`src/rtl/tcu_priv_pmpfail_collect_pkg.sv`:
```
// tcu_priv_pmpfail_collect_pkg: shared TCU sizes, PMP-failure record layout and packing helper
package tcu_priv_pmpfail_collect_pkg;

    localparam int TCU_PHYSADDR_SIZE         = 32;
    localparam int TCU_ERROR_SIZE            = 5;
    localparam int TCU_CORE_REQ_PMPFAIL_SIZE = TCU_PHYSADDR_SIZE + TCU_ERROR_SIZE + 1;

    // Field offsets inside the record; the core-request unit decodes with the same layout.
    localparam int PMPFAIL_WRITE_BIT = 0;
    localparam int PMPFAIL_ERROR_LSB = 1;
    localparam int PMPFAIL_ADDR_LSB  = TCU_ERROR_SIZE + 1;

    typedef logic [TCU_CORE_REQ_PMPFAIL_SIZE-1:0] pmpfail_t;

    function automatic pmpfail_t pack_pmpfail(
        input logic [TCU_PHYSADDR_SIZE-1:0] addr,
        input logic [TCU_ERROR_SIZE-1:0]    error,
        input logic                         write
    );
        return {addr, error, write};
    endfunction

endpackage

```
`src/rtl/tcu_priv_pmpfail_collect_arbiter.sv`:
```
// tcu_rr_arbiter: round-robin arbiter with a registered priority pointer
module tcu_rr_arbiter #(
    parameter int N = 2
) (
    input  logic         clk_i,
    input  logic         reset_n_i,
    input  logic [N-1:0] req,
    input  logic         advance,
    output logic [N-1:0] grant_onehot
);

    localparam int PW = (N > 1) ? $clog2(N) : 1;

    logic [PW-1:0] r_ptr;
    logic [PW-1:0] w_next_ptr;
    logic          w_found;

    // Search from the pointer upward, wrapping, and pick the first requester.
    always_comb begin
        grant_onehot = '0;
        w_found      = 1'b0;
        w_next_ptr   = r_ptr;
        for (int i = 0; i < N; i++) begin
            if (!w_found && req[(int'(r_ptr) + i) % N]) begin
                grant_onehot[(int'(r_ptr) + i) % N] = 1'b1;
                w_found    = 1'b1;
                w_next_ptr = PW'(((int'(r_ptr) + i) % N + 1) % N);
            end
        end
    end

    // The pointer moves past the winner only when the grant is actually consumed.
    always_ff @(posedge clk_i or negedge reset_n_i) begin
        if (!reset_n_i) begin
            r_ptr <= '0;
        end else if (advance && w_found) begin
            r_ptr <= w_next_ptr;
        end
    end

endmodule

```
`src/rtl/tcu_priv_pmpfail_collect.sv`:
```
// tcu_priv_pmpfail_collect: captures per-source PMP failures and feeds them one at a time to the core-request unit
module tcu_priv_pmpfail_collect
    import tcu_priv_pmpfail_collect_pkg::*;
#(
    parameter int NUM_SRC       = 2,
    parameter int DROP_CNT_SIZE = 16
) (
    input  logic                                   clk_i,
    input  logic                                   reset_n_i,
    input  logic [NUM_SRC-1:0]                     src_fail_i,
    input  logic [NUM_SRC*TCU_PHYSADDR_SIZE-1:0]   src_addr_i,
    input  logic [NUM_SRC-1:0]                     src_write_i,
    input  logic [NUM_SRC*TCU_ERROR_SIZE-1:0]      src_error_i,
    input  logic                                   dedup_clr_i,
    output logic                                   pmpfail_push_o,
    output logic [TCU_CORE_REQ_PMPFAIL_SIZE-1:0]   pmpfail_data_o,
    input  logic                                   pmpfail_stall_i,
    output logic [DROP_CNT_SIZE-1:0]               drop_cnt_o,
    output logic                                   overflow_o,
    output logic                                   busy_o
);

    logic [NUM_SRC-1:0]     r_slot_vld;
    pmpfail_t               r_slot_data [NUM_SRC];
    logic                   r_out_vld;
    pmpfail_t               r_out_data;
    logic                   r_rec_vld;
    pmpfail_t               r_rec_data;
    logic [DROP_CNT_SIZE-1:0] r_drop_cnt;
    logic                   r_overflow;

    pmpfail_t               w_src_data [NUM_SRC];
    logic [NUM_SRC-1:0]     w_gnt_raw;
    logic [NUM_SRC-1:0]     w_gnt;
    logic [NUM_SRC-1:0]     w_cap;
    logic [NUM_SRC-1:0]     w_drop;
    pmpfail_t               w_gnt_data;
    logic                   w_out_free;
    logic                   w_xfer;
    logic [DROP_CNT_SIZE:0] w_sum;

    tcu_rr_arbiter #(.N(NUM_SRC)) u_arb (
        .clk_i        (clk_i),
        .reset_n_i    (reset_n_i),
        .req          (r_slot_vld),
        .advance      (w_out_free),
        .grant_onehot (w_gnt_raw)
    );

    // Per-source dedup, capture/drop decisions, granted-data mux and saturating drop sum.
    always_comb begin
        w_out_free = !r_out_vld || !pmpfail_stall_i;
        w_xfer     = r_out_vld && !pmpfail_stall_i;
        w_gnt      = '0;
        w_cap      = '0;
        w_drop     = '0;
        w_gnt_data = '0;
        w_sum      = {1'b0, r_drop_cnt};
        for (int n = 0; n < NUM_SRC; n++) begin
            w_src_data[n] = pack_pmpfail(src_addr_i[n*TCU_PHYSADDR_SIZE +: TCU_PHYSADDR_SIZE],
                                         src_error_i[n*TCU_ERROR_SIZE +: TCU_ERROR_SIZE],
                                         src_write_i[n]);
            w_gnt[n]   = w_gnt_raw[n] && w_out_free;
            w_cap[n]   = src_fail_i[n] && !(r_rec_vld && r_rec_data == w_src_data[n])
                         && (!r_slot_vld[n] || w_gnt[n]);
            w_drop[n]  = src_fail_i[n] && !(r_rec_vld && r_rec_data == w_src_data[n])
                         && r_slot_vld[n] && !w_gnt[n];
            w_gnt_data = w_gnt_data | (w_gnt[n] ? r_slot_data[n] : '0);
            w_sum      = w_sum + (DROP_CNT_SIZE+1)'(w_drop[n]);
        end
    end

    // Capture slots: a refill in the same cycle as a grant keeps the slot valid.
    always_ff @(posedge clk_i or negedge reset_n_i) begin
        if (!reset_n_i) begin
            r_slot_vld <= '0;
            for (int n = 0; n < NUM_SRC; n++) r_slot_data[n] <= '0;
        end else begin
            for (int n = 0; n < NUM_SRC; n++) begin
                if (w_cap[n]) begin
                    r_slot_vld[n]  <= 1'b1;
                    r_slot_data[n] <= w_src_data[n];
                end else if (w_gnt[n]) begin
                    r_slot_vld[n]  <= 1'b0;
                end
            end
        end
    end

    // Output register: reloads with the next grant (or empties) whenever it is free.
    always_ff @(posedge clk_i or negedge reset_n_i) begin
        if (!reset_n_i) begin
            r_out_vld  <= 1'b0;
            r_out_data <= '0;
        end else if (w_out_free) begin
            r_out_vld  <= |w_gnt;
            r_out_data <= w_gnt_data;
        end
    end

    // Last-pushed record; a completed transfer wins over a concurrent clear.
    always_ff @(posedge clk_i or negedge reset_n_i) begin
        if (!reset_n_i) begin
            r_rec_vld  <= 1'b0;
            r_rec_data <= '0;
        end else if (w_xfer) begin
            r_rec_vld  <= 1'b1;
            r_rec_data <= r_out_data;
        end else if (dedup_clr_i) begin
            r_rec_vld  <= 1'b0;
        end
    end

    // Drop statistics persist until reset; the counter saturates at all-ones.
    always_ff @(posedge clk_i or negedge reset_n_i) begin
        if (!reset_n_i) begin
            r_drop_cnt <= '0;
            r_overflow <= 1'b0;
        end else begin
            r_drop_cnt <= w_sum[DROP_CNT_SIZE] ? '1 : w_sum[DROP_CNT_SIZE-1:0];
            r_overflow <= r_overflow || (|w_drop);
        end
    end

    assign pmpfail_push_o = r_out_vld;
    assign pmpfail_data_o = r_out_data;
    assign drop_cnt_o     = r_drop_cnt;
    assign overflow_o     = r_overflow;
    assign busy_o         = (|r_slot_vld) || r_out_vld;

endmodule

```
`config.mk`:
```
export PLATFORM = sky130hd
export DESIGN_NAME = tcu_priv_pmpfail_collect
export DESIGN_NICKNAME = d
export VERILOG_FILES = /design/src/rtl/tcu_priv_pmpfail_collect_pkg.sv /design/src/rtl/tcu_priv_pmpfail_collect_arbiter.sv /design/src/rtl/tcu_priv_pmpfail_collect.sv
export SDC_FILE = /design/constraint.sdc
export NUM_CORES = 1
export LEC_CHECK = 0
export CAP_MARGIN = 20
export CORE_AREA = 10 10 144 146
export CTS_CLUSTER_SIZE = 28
export DETAILED_ROUTE_END_ITERATION = 6
export DIE_AREA = 0 0 154 156
export PLACE_DENSITY = 0.69
export SLEW_MARGIN = 20
export SYNTH_ARGS = -nofsm -noshare
export SYNTH_HDL_FRONTEND = slang
export SYNTH_HIERARCHICAL = 1
export SYNTH_SLANG_ARGS = --single-unit
```
`constraint.sdc`:
```
create_clock -name clk_i -period 3.8 [get_ports clk_i]
set_input_delay 1.14 -clock clk_i [delete_from_list [all_inputs] [get_ports clk_i]]
set_output_delay 1.14 -clock clk_i [all_outputs]
set_load 0.01 [all_outputs]
```
After elaboration in Yosys (flattened, before gate mapping). Index checks and enable logic that the tools add are counted.

Bitwise gates (word level): 3. Mux-type cells: 24. Add/sub/neg operators: 4. Reduce and logical (&&, ||, !) cells: 39. Equality and inequality tests: 2. Magnitude comparators: 4.

Operators with widths (number): $eq A38 B38 Y1 (2); $mux W38 (2); $or A38 B38 Y38 (1); $add A16 B1 Y17 (1); $add A17 B1 Y17 (1); $logic_and A1 B1 Y1 (17); $mux W1 (17); $mux W16 (1); $logic_not A1 Y1 (9); $reduce_bool A2 Y1 (4); $reduce_or A2 Y1 (3); $logic_or A1 B1 Y1 (5); $mux W2 (2); $lt A2 B3 Y1 const B (1); $add A1 B1 Y1 const B (2); $demux W1 S1 (2); $ge A2 B1 Y1 const B (1); $lt A1 B2 Y1 const B (1); $or A2 B2 Y2 (1); $reduce_and A2 Y1 (1); $and A1 B1 Y1 const A (1); $ge A1 B1 Y1 const B (1).

Word-level logic and storage cells: 87. Input bits: 82. Output and inout bits: 57. Bits in registers: 174.

Depth between registers and ports, before layout. Gate-level depths: netlist (run 1).

Depth in word-level cells: 14. Gate-level depth with buffers: 14. Mapped depth without buffers: 14.

By module. Netlist (run 1), hierarchy kept.

Modules (own cells, without submodules): tcu_priv_pmpfail_collect (area an instance 7822.5 µm², cells an instance 607, sequential area each 4329.2 µm², times used 1); tcu_rr_arbiter (area an instance 55.1 µm², cells an instance 6, sequential area each 25.0 µm², times used 1).

Worst setup path before layout (run 1). Ideal clock, no wire load.

Path type: in2reg. Start point: input port pmpfail_stall_i. End point: register r_drop_cnt[0], in the netlist drop_cnt_o[0]. Slack: 0.160 ns. Buffers on the path: 2. Stages: 14. Arrival time: 3.572 ns. Data required time: 3.732 ns. Cell sequence: and2_1 > clkbuf_1 > inv_1 > a21boi_0 > nand3_1 > fa_1 > inv_1 > ha_1 > nand4_1 > nor2_1 > nand2_1 > or3_1 > clkbuf_1 > nand2_1.

Cells in the longest elaborated chain, start to end: 8. Elaborated cells on any way between the ends: 11. Classes of those cells: add/sub (2); mux (1); reduce/logical (8).

Ends and longest elaborated chain: from (decl) (line tcu_priv_pmpfail_collect.sv:17) `input logic pmpfail_stall_i,`; $logic_not A1 Y1 * (line tcu_priv_pmpfail_collect.sv:52) `w_out_free = !r_out_vld || !pmpfail_stall_i;`; $logic_or A1 B1 Y1 * (line tcu_priv_pmpfail_collect.sv:52); $logic_and A1 B1 Y1 (line tcu_priv_pmpfail_collect.sv:63) `w_gnt[n] = w_gnt_raw[n] && w_out_free;`; $logic_not A1 Y1 (line tcu_priv_pmpfail_collect.sv:67) `&& r_slot_vld[n] && !w_gnt[n];`; $logic_and A1 B1 Y1 (line tcu_priv_pmpfail_collect.sv:67); $add A16 B1 Y17 (line tcu_priv_pmpfail_collect.sv:69) `w_sum = w_sum + (DROP_CNT_SIZE+1)'(w_drop[n]);`; $add A17 B1 Y17 * (line tcu_priv_pmpfail_collect.sv:69); $mux W16 * (line tcu_priv_pmpfail_collect.sv:120) `r_drop_cnt <= w_sum[DROP_CNT_SIZE] ? '1 : w_sum[DROP_CNT_SIZE-1:0];`; to (signal assigned) (line tcu_priv_pmpfail_collect.sv:120); to (decl) (line tcu_priv_pmpfail_collect.sv:29) `logic [DROP_CNT_SIZE-1:0] r_drop_cnt;`.

Every way passes the cells marked *; elsewhere a longest branch is shown, timed or not. A chain may end at the register's enable or synchronous reset.

Final worst setup path (run 1).
Start point: input port src_addr_i[56]. End point: register r_drop_cnt[4], in the netlist drop_cnt_o[4].

Cells in the longest elaborated chain, start to end: 8.

Ends and longest elaborated chain: from (decl) (line tcu_priv_pmpfail_collect.sv:11) `input logic [NUM_SRC*TCU_PHYSADDR_SIZE-1:0] src_addr_i,`; $eq A38 B38 Y1 (line tcu_priv_pmpfail_collect.sv:66) `w_drop[n] = src_fail_i[n] && !(r_rec_vld && r_rec_data == w_src_data[n])`; $logic_and A1 B1 Y1 (line tcu_priv_pmpfail_collect.sv:66); $logic_not A1 Y1 (line tcu_priv_pmpfail_collect.sv:66); $logic_and A1 B1 Y1 (line tcu_priv_pmpfail_collect.sv:66); $logic_and A1 B1 Y1 (2 in series) (line tcu_priv_pmpfail_collect.sv:67); $add A17 B1 Y17 (line tcu_priv_pmpfail_collect.sv:69); $mux W16 (line tcu_priv_pmpfail_collect.sv:120).

No other way between the ends.

==> results of run 1 <==
[cells in the mapped netlist (2+ instances only)]
cell,count
mux2_2,75
buf_1,6
a21o_1,3
a221oi_1,38
nor2_1,82
inv_1,5
a31oi_1,3
clkbuf_1,16
nand3_1,6
nor2b_1,3
o21ai_0,2
nand2_1,16
nor4_1,14
a21boi_0,3
xnor2_1,18
buf_2,2
or3_1,3
buf_6,6
a21oi_1,2
nor3_1,3
mux2_4,40
nand4_1,13
and3b_1,2
xor2_1,67
dfrtp_1,174
[worst max-delay path by stage]
stage,from,cells after the start,to,slack [ns]
after floorplan,pmpfail_stall_i,14,drop_cnt_o[0]$_DFF_PN0_,0.16
after global placement,src_addr_i[50],14,drop_cnt_o[6]$_DFF_PN0_,-0.69
after detailed placement,src_addr_i[50],15,drop_cnt_o[4]$_DFF_PN0_,-0.70
after CTS,src_addr_i[21],16,drop_cnt_o[4]$_DFF_PN0_,0.004
after global routing,src_addr_i[56],16,drop_cnt_o[8]$_DFF_PN0_,-0.006
final,src_addr_i[56],16,drop_cnt_o[4]$_DFF_PN0_,0.08
[metrics by stage]
step	cells	total power, uW	util	setup TNS (ns)	hold slack (ns)
floorplan	613	5500	-	0	0.469
global placement	985	7000	0.545	-24.31	0.468
detailed placement	985	7140	0.545	-22.63	0.468
CTS	1020	9150	0.588	0	0.492
global route	1021	9640	0.599	-0.00596	0.521
finish	1021	9170	0.599	0	0.493
[logic make-up (layout without fill, tap and decap cells)]
group,Yosys count,after routing,share of synthesized area
compound gates,53,53,0.0548
buf+inv,35,214,0.0227
flops,174,174,0.553
mux,115,115,0.183
xor+xnor,85,85,0.0945
fa+ha+maj,2,2,0.00413
simple gates,149,149,0.0877
[flip-flops by register name, indices dropped and copies added, names as in the netlist]
name and cells:
r_slot_data 76, drop_cnt_o 16, overflow_o 1, r_rec_data 38
u_arb/r_ptr 1, pmpfail_data_o 38, pmpfail_push_o 1, r_rec_vld 1
r_slot_vld 2
[report_power, final]
| group | switching (uW) | internal [uW] |
|---|---|---|
| sequential | 789 | 2760 |
| combinational | 1710 | 2000 |
| clock | 772 | 1130 |
| total | 3270 | 5900 |
[layout make-up]
class | count | area [um2]
fill | 1375 | 7160
sequential | 174 | 4350
multi-input combinational | 404 | 3580
timing repair buffer | 177 | 1800
clock buffer | 18 | 439
tap | 229 | 287
clock inverter | 14 | 206
inverter | 5 | 18.8
[layer usage]
layer,GRT usage,vias to the layer above
li1,-,2495
met1,0.245,2891
met2,0.307,196
met3,0.0629,27
met4,0.0468,4
met5,0,-
[repair_timing]
| item | CTS | global route |
|---|---|---|
| pin swaps | 10 | 25 |
| endpoints found under the setup margin | 16 | 16 |
| gates cloned | 0 | 0 |
| setup buffers | 3 | 1 |
| resized for setup | 23 | 46 |
==> flow_summary.toml, run 1 <==
[outcome]
status = "finished, final reports clean"

[setup_path]
worstPathCellList = "clkdlybuf4s50_1 -> xor2_1 -> nor4_2 -> buf_4 -> nand4_1 -> or4_4 -> nand3_4 -> fa_2 -> inv_1 -> ha_2 -> nand4_1 -> nor2_2 -> nand2_1 -> or3_4 -> buf_4 -> o21ai_0"
crit_type = "in2reg"
path_delay_family = "simple AND/OR/NAND/NOR gates"
rr_worst_depth = 15
endpoint_kind = "flop"
startpoint_type = "input pin"
slowest_stage = "clkdlybuf4s50_1"
worstPathMaxFanout = 6
path_buf_inv = 4
critPathMaxStageDelay_ns = 0.52
cp.required_ns = 4.14
crit_arrival_ns = 4.06
worstReg2RegStart = "r_rec_data[16]$_DFFE_PN0P_"
r2r_setup_slack_ns = 0.66
r2r_end = "drop_cnt_o[4]$_DFF_PN0_"

[clock_tree]
cts_hold_buf = 0
cts_root_buf = "clkbuf_16"
clk_pin_slew_ns = 0.06
cts_inserted_buffers = 17
tritoncts = "yes"
ctsHtreeMaxLevel = 4
clk_latency_ns = 0.43
clock_path_buffers = 2
cts_sinks = 174

[route]
finalWirelength_um = 23400
wl_met2_um = 11100
viasPerCell = 5.50
ant_nets = 0
num_vias = 5613
routed.top_layer = "met5"
wl_per_cell_um = 23.0
drt_iter0_markers = 390
drtPass1Iterations = 5
wl_met3_um = 1720
drc = 0
wl_met1_um = 10300

[finish]
nets = 863
final_common_cell = "dfrtp_1"
final_area_um2 = 10700
final_cell_mix = "dfrtp_1 (174), clkdlybuf4s50_1 (104), nor2_1 (81)"
final_layout_size_suffix_gt1_frac = 0.283
n_antenna_cell = 0
syn_to_final_growth_pct = 35.6

[place]
placed_area_um2 = 9730
post-dp-hpwl_um = 16200
post-place-ws_ns = -0.704
gp_congestion = 0.837
port_buffers = 138

[die]
core_region_area_um2 = 17800
dieArea_um2 = 24000
initial_core_util = 0.442
rows = 49
io_pins = 139
die_w_um = 154
chipHeight_um = 156

[logic_synthesis]
syn_area_um2 = 7880
ys_seq_elements = 174
yosysUniqueCellTypes = 36
synth_warnings = 6
synth_edf_count = 0
synth_seq_area_share = 0.553
syn-instance-count = 613
synth-main-ff-cell = "dfrtp_1"
synthTopCellsByArea = "dfrtp_1 (55%), mux2_2 (11%), mux2_4 (7.6%)"
yosys.area.top_type_share = 0.553
syn_nets = 697
async_flop_share = 1.00
synth_area_leader_cell = "dfrtp_1"
avgSynthCellArea_um2 = 12.9

[timing]
setup_viol = 0
fmax_ghz = 0.269
fin_skew_ns = 0.0114
tightest_slew_ns = 0.670
finalHoldViolations = 0
slew-limit-headroom = 0.553
finalMaxSlewViolations = 0
setup_slack_ns = 0.0837
finalCritPeriodShare = 0.978
period_minus_slack_ns = 3.72

[global_routing]
grt-ovfl-total = 0
grt_pass1_wl_um = 35900
grt_pass1_vias = 6087
grt_usage = 0.191
antenna_found_initial = 2
grt_max_degree = 78

[power_and_ir_drop]
ir_worst_vdd_mv = 0.409
p_per_area_nw_per_um2 = 858
leakagePower_uw = 0.00471

[run]
cap_viol_max_count = 0

[hold_path]
hold_end = "overflow_o$_DFF_PN0_"
min_path_cells = 1
holdCritStartpoint = "overflow_o$_DFF_PN0_"
holdCritPathClass = "reg2reg"
No activity file was read; power rests on OpenSTA's default activity.
==> run 2, diff against run 1 <==
--- a/config.mk
+++ b/config.mk
@@ -10,9 +10,8 @@
 export CTS_CLUSTER_SIZE = 28
 export DETAILED_ROUTE_END_ITERATION = 6
 export DIE_AREA = 0 0 154 156
-export PLACE_DENSITY = 0.69
+export PLACE_DENSITY_LB_ADDON = 0.05
 export SLEW_MARGIN = 20
 export SYNTH_ARGS = -nofsm -noshare
 export SYNTH_HDL_FRONTEND = slang
-export SYNTH_HIERARCHICAL = 1
 export SYNTH_SLANG_ARGS = --single-unit
==> run 2 against run 1 <==
Synthesized cell count rose by 2.0%; critical path depth fell by 1; critical path type unchanged; combinational power fell by 19%; largest power group is now registers; utilization fell by 0.063 points; clock skew rose by 0.0012 ns; power fell by 11%; sequential cell count did not move; hold slack improved by 0.014 ns; sequential power fell by 4%; largest cell class unchanged.
==> flow_summary.toml, run 2 <==
[outcome]
status = "finished, final reports clean"

[die]
rows = 49
io_pins = 139
core_region_area_um2 = 17800
chipHeight_um = 156
dieArea_um2 = 24000
die_w_um = 154
initial_core_util = 0.441

[finish]
syn_to_final_growth_pct = 35.5
final_layout_size_suffix_gt1_frac = 0.277
final_cell_mix = "dfrtp_1 (174), clkdlybuf4s50_1 (109), mux2_2 (94)"
final_common_cell = "dfrtp_1"
largest_reg_flops = 76
top_register = "r_slot_data"
n_antenna_cell = 0
nFillCells = 1422
nets = 879
final_area_um2 = 10700

[run]
cap_viol_max_count = 0

[setup_path]
crit_type = "in2reg"
worstPathMaxFanout = 6
cp.required_ns = 4.11
crit_arrival_ns = 4.01
endpoint_kind = "flop"
startpoint_type = "input pin"
r2r_setup_slack_ns = 0.57

[clock_tree]
clk_pin_slew_ns = 0.07
cts_hold_buf = 0
clk_latency_ns = 0.44
clock_path_buffers = 2
ctsHtreeMaxLevel = 4
cts_sinks = 174
cts_inserted_buffers = 17
tritoncts = "yes"
cts_root_buf = "clkbuf_16"

[logic_synthesis]
synth_area_leader_cell = "dfrtp_1"
syn-instance-count = 625
async_flop_share = 1.00
synth_edf_count = 0
synth-main-ff-cell = "dfrtp_1"
synth_seq_area_share = 0.553
ys_seq_elements = 174
yosys.area.top_type_share = 0.553
avgSynthCellArea_um2 = 12.6
syn_area_um2 = 7870
synthTopCellsByArea = "dfrtp_1 (55%), mux2_2 (13%), xor2_1 (5.6%)"
yosysUniqueCellTypes = 39
ys_top_cells_by_count = "dfrtp_1 (174), mux2_2 (94), nor2_1 (80)"
synth.most_common_cell = "dfrtp_1"
synth_warnings = 0
syn_nets = 709

[global_routing]
grt-ovfl-total = 0
grt_max_degree = 76
grt_usage = 0.194
grt_pass1_vias = 6282
grt_pass1_wl_um = 36200
antenna_found_initial = 0

[timing]
fmax_ghz = 0.270
setup_slack_ns = 0.102
finalHoldViolations = 0
finalCritPeriodShare = 0.973
tightest_slew_ns = 1.07
rsz0062_at_grt = "yes"
period_minus_slack_ns = 3.70
setup_viol = 0
finalMaxSlewViolations = 0
slew-limit-headroom = 0.287
fin_skew_ns = 0.0125

[route]
wl_met3_um = 1390
wl_per_cell_um = 22.7
viasPerCell = 5.46
drc = 0
drtPass1Iterations = 5
routed.top_layer = "met4"
ant_nets = 0
num_vias = 5658
finalWirelength_um = 23500
wl_met1_um = 10300
drt_iter0_markers = 251
wl_met2_um = 11500

[power_and_ir_drop]
ir_worst_vdd_mv = 0.453
leakagePower_uw = 0.00464
p_per_area_nw_per_um2 = 766

[place]
gp_congestion = 0.804
placed_area_um2 = 9810
post-place-ws_ns = -0.803
port_buffers = 138
post-dp-hpwl_um = 16100

[hold_path]
holdCritPathClass = "reg2reg"
[run 2: cell count changes in the layout (fill, tap and decap cells not counted), sizes merged, moves of 4 or more]
cell and delta:
clkdlybuf4s50 +5, xor2 -17, xnor2 +14, clkbuf +5, buf +4
[run 2: kinds of logic (layout without fill, tap and decap cells)]
logic type / count (synthesis) / count (layout) / share of synthesized area
AND/OR/NAND/NOR: 156 / 156 / 0.0954
buffers and inverters: 36 / 219 / 0.0226
flip-flops: 174 / 174 / 0.553
multiplexers: 115 / 115 / 0.174
AO/OA/AOI/OAI: 60 / 60 / 0.0595
XOR/XNOR: 82 / 82 / 0.0913
adder cells (fa/ha/maj): 2 / 2 / 0.00413
[run 2: where the power goes]
part | leakage (uW) | internal [uW] | switching, uW
logic | 0.00231 | 1680 | 1330
clock network | 0.000286 | 1020 | 727
registers | 0.00205 | 2710 | 710
total | 0.00464 | 5400 | 2770
[run 2: metal layers]
layer	global-route usage	vias up
met2	0.317	167
met4	0.0522	0
met3	0.0549	25
li1	-	2559
met5	0	-
met1	0.248	2907
[run 2: per-stage QoR]
step                      instances  hold WS [ns]  utilization  total power, uW  setup TNS (ns)
after global placement         1004         0.488        0.550             6260          -20.80
final                          1037         0.507        0.598             8170               0
after floorplan                 625         0.465            -             4920               0
after global routing           1037         0.518        0.598             8630          -0.174
after detailed placement       1004         0.493        0.550             6340          -21.12
after CTS                      1036         0.507        0.588             8170               0
[run 2: final timing paths]
kind | start | to | depth (start not counted)
max reg2reg | r_rec_data[8]$_DFFE_PN0P_ | drop_cnt_o[11]$_DFF_PN0_ | 15
max | src_addr_i[14] | drop_cnt_o[11]$_DFF_PN0_ | 15
min reg2reg | u_arb.r_ptr$_DFFE_PN0P_ | u_arb.r_ptr$_DFFE_PN0P_ | 1
max in group asynchronous | reset_n_i | drop_cnt_o[14]$_DFF_PN0_ | 2
min in group asynchronous | reset_n_i | pmpfail_data_o[28]$_DFFE_PN0N_ | 1
min | u_arb.r_ptr$_DFFE_PN0P_ | u_arb.r_ptr$_DFFE_PN0P_ | 1
[run 2: final cells by class]
type,count,area [um2],share of cell area
sequential,174,4350,0.408
multi-input combinational,415,3570,0.334
timing repair buffer,181,1850,0.174
clock buffer,22,474,0.0445
tap,229,287,0.0269
clock inverter,10,113,0.0106
inverter,6,22.5,0.00211
[run 2: repair_timing]
item,CTS,global route
setup buffers,0,1
pin swaps,10,24
gates resized for setup,21,48
setup endpoints to repair,16,16
[run 2: worst max-delay path: stages]
cell and delay [ns]:
clkdlybuf4s50_1 0.47, xor2_1 0.20, nor4_1 0.29, nand4_1 0.17
or4_4 0.54, nand3_4 0.09, fa_2 0.20, inv_1 0.04
ha_2 0.16, and3_4 0.19, nand3_4 0.10, nor3_4 0.05
nand4_1 0.14, buf_6 0.14, nand3_1 0.08
==> run 3, diff against run 2 <==
--- a/config.mk
+++ b/config.mk
@@ -10,6 +10,7 @@
 export CTS_CLUSTER_SIZE = 28
 export DETAILED_ROUTE_END_ITERATION = 6
 export DIE_AREA = 0 0 154 156
+export GPL_ROUTABILITY_DRIVEN = 0
 export PLACE_DENSITY_LB_ADDON = 0.05
 export SLEW_MARGIN = 20
 export SYNTH_ARGS = -nofsm -noshare
==> constraint.sdc (replaced) <==
create_clock -name clk_i -period 3.8 [get_ports clk_i]
set_input_delay 0.38 -clock clk_i [delete_from_list [all_inputs] [get_ports clk_i]]
set_output_delay 0.38 -clock clk_i [all_outputs]
set_load 0.01 [all_outputs]
==> run 3 against run 2 <==
Hold slack lost 0.0050 ns; global-route usage is 0.40 points lower; via count down 1.5%; non-clock buffer count is 20 lower; final area shrank 4.4%; critical path type unchanged; critical endpoint is now drop_cnt_o[8]$_DFF_PN0_; largest cell class unchanged; largest power group unchanged.
==> flow_summary.toml, run 3 (synthesized netlist as in run 2, its figures left out) <==
[outcome]
status = "finished, final reports clean"

[global_routing]
grt_usage = 0.190
grt_max_degree = 67
antenna_found_initial = 1
grt-ovfl-total = 0
grt_pass1_wl_um = 35300
grt_pass1_vias = 6133

[finish]
final_cell_mix = "dfrtp_1 (174), clkdlybuf4s50_1 (137), mux2_2 (94)"
largest_reg_flops = 76
nFillCells = 1469
stdcell_count = 1015
final_layout_size_suffix_gt1_frac = 0.219
fin_util = 0.572
syn_to_final_growth_pct = 29.6
nets = 859
n_antenna_cell = 0
multiInputGateArea_um2 = 3370
final_area_um2 = 10200
area.sequential_um2 = 4350
top_register = "r_slot_data"
final_common_cell = "dfrtp_1"

[timing]
rsz0062_at_grt = "no"
setup_viol = 0
setup_slack_ns = 0.403
fin_skew_ns = 0.0103
slew-limit-headroom = 0.297
fmax_ghz = 0.294
finalHoldViolations = 0
tightest_slew_ns = 1.05
finalMaxSlewViolations = 0
finalCritPeriodShare = 0.894
period_minus_slack_ns = 3.40
tns_ns = 0

[setup_path]
worstPathCellList = "clkdlybuf4s50_1 -> xor2_1 -> or4_1 -> nor4_1 -> and3_1 -> a21oi_1 -> inv_1 -> fa_1 -> inv_1 -> ha_1 -> and3_1 -> nand3_1 -> nor3_1 -> nand4_1 -> buf_4 -> o21ai_0"
crit_end = "drop_cnt_o[8]$_DFF_PN0_"
crit_type = "in2reg"
startpoint = "src_addr_i[61]"
crit_arrival_ns = 3.75
endpoint_kind = "flop"
r2r_setup_slack_ns = 0.41
worstPathMaxFanout = 6
worstReg2RegStart = "r_rec_data[32]$_DFFE_PN0P_"
critPathMaxStageDelay_ns = 0.51
rr_worst_depth = 15
startpoint_type = "input pin"
slowest_stage = "clkdlybuf4s50_1"
r2r_end = "drop_cnt_o[8]$_DFF_PN0_"
cp.required_ns = 4.15

[hold_path]
holdCritPathClass = "reg2reg"

[clock_tree]
cts_sinks = 174
clk_latency_ns = 0.43
tritoncts = "yes"
cts_root_buf = "clkbuf_16"
clock_path_buffers = 2
ctsHtreeMaxLevel = 4
post-cts-setup-buffers = 0
clk_pin_slew_ns = 0.06
cts_inserted_buffers = 17

[power_and_ir_drop]
ir_worst_vdd_mv = 0.361
leakagePower_uw = 0.00424
p_per_area_nw_per_um2 = 774

[route]
wl_per_cell_um = 22.5
ant_nets = 0
finalWirelength_um = 22900
num_vias = 5571
drc = 0
drt_iter0_markers = 302
drtPass1Iterations = 5
viasPerCell = 5.49

[place]
port_buffers = 138
dp_cells = 984
placed_area_um2 = 9610
post-dp-hpwl_um = 15900
post-place-ws_ns = -0.0782

[die]
dieArea_um2 = 24000
initial_core_util = 0.441
chipHeight_um = 156
io_pins = 139
die_w_um = 154
core_region_area_um2 = 17800
rows = 49

[run]
cap_viol_max_count = 0
run 3: cell types whose count changed in the layout (fill, tap and decap cells not counted), sizes merged, moves of 2 or more:
cell           change
clkdlybuf4s50     +28
buf               -21
dlymetal6s2s      -24
dlygate4sd2        -3
clkinv             -2
clkbuf             -2
run 3: through the flow:
step,hold WS (ns),power [uW]
after floorplan,0.0844,4920
after global placement,0.411,6140
after detailed placement,0.417,6220
after CTS,0.509,7960
after global routing,0.527,8340
final,0.502,7900
run 3: area by class of cell:
cell class / instances / share of cell area
clock buffers: 21 / 0.0451
clock inverters: 9 / 0.0112
inverters: 6 / 0.00221
multi-input cells: 415 / 0.330
flip-flops and latches: 174 / 0.427
well taps: 229 / 0.0281
repair buffers: 161 / 0.156
run 3: how the worst min path moves through the flow:
stage / slack (ns) / to / from / cells past startpoint
CTS: 0.51 / u_arb.r_ptr$_DFFE_PN0P_ / u_arb.r_ptr$_DFFE_PN0P_ / 1
detailed placement: 0.42 / r_slot_data[66]$_DFFE_PN0P_ / reset_n_i / 1
finish: 0.50 / drop_cnt_o[12]$_DFF_PN0_ / drop_cnt_o[12]$_DFF_PN0_ / 1
global route: 0.53 / r_slot_data[38]$_DFFE_PN0P_ / r_slot_data[38]$_DFFE_PN0P_ / 1
floorplan: 0.08 / drop_cnt_o[0]$_DFF_PN0_ / reset_n_i / 0
global placement: 0.41 / r_slot_data[66]$_DFFE_PN0P_ / reset_n_i / 1
run 3: power by group:
part	internal [uW]	total (uW)	switching, uW	leakage, uW
combinational	1550	2800	1250	0.00192
clock	997	1710	713	0.000271
sequential	2710	3390	684	0.00205
total	5250	7900	2650	0.00424
run 3: critical path: cells and delay by family:
family	cells	cell delay, ns
xor gates and xnor gates	1	0.28
AOI/OAI and AO/OA	2	0.35
adders and majority gates	2	0.59
and+or+nand+nor	7	1.27
buffers and inverters	4	0.88
run 3: layer usage:
metal,track usage,part of all wire
met5,0,0.00031
met4,0.0621,0.019
met1,0.230,0.43
met2,0.322,0.50
met3,0.0521,0.056
run 3: timing repair:
| action | in CTS | in global routing |
|---|---|---|
| hold buffers | 1 | 0 |
| endpoints found under the hold margin | 63 | 0 |
| gates resized for setup | 0 | 1 |
| setup endpoints to repair | 0 | 2 |
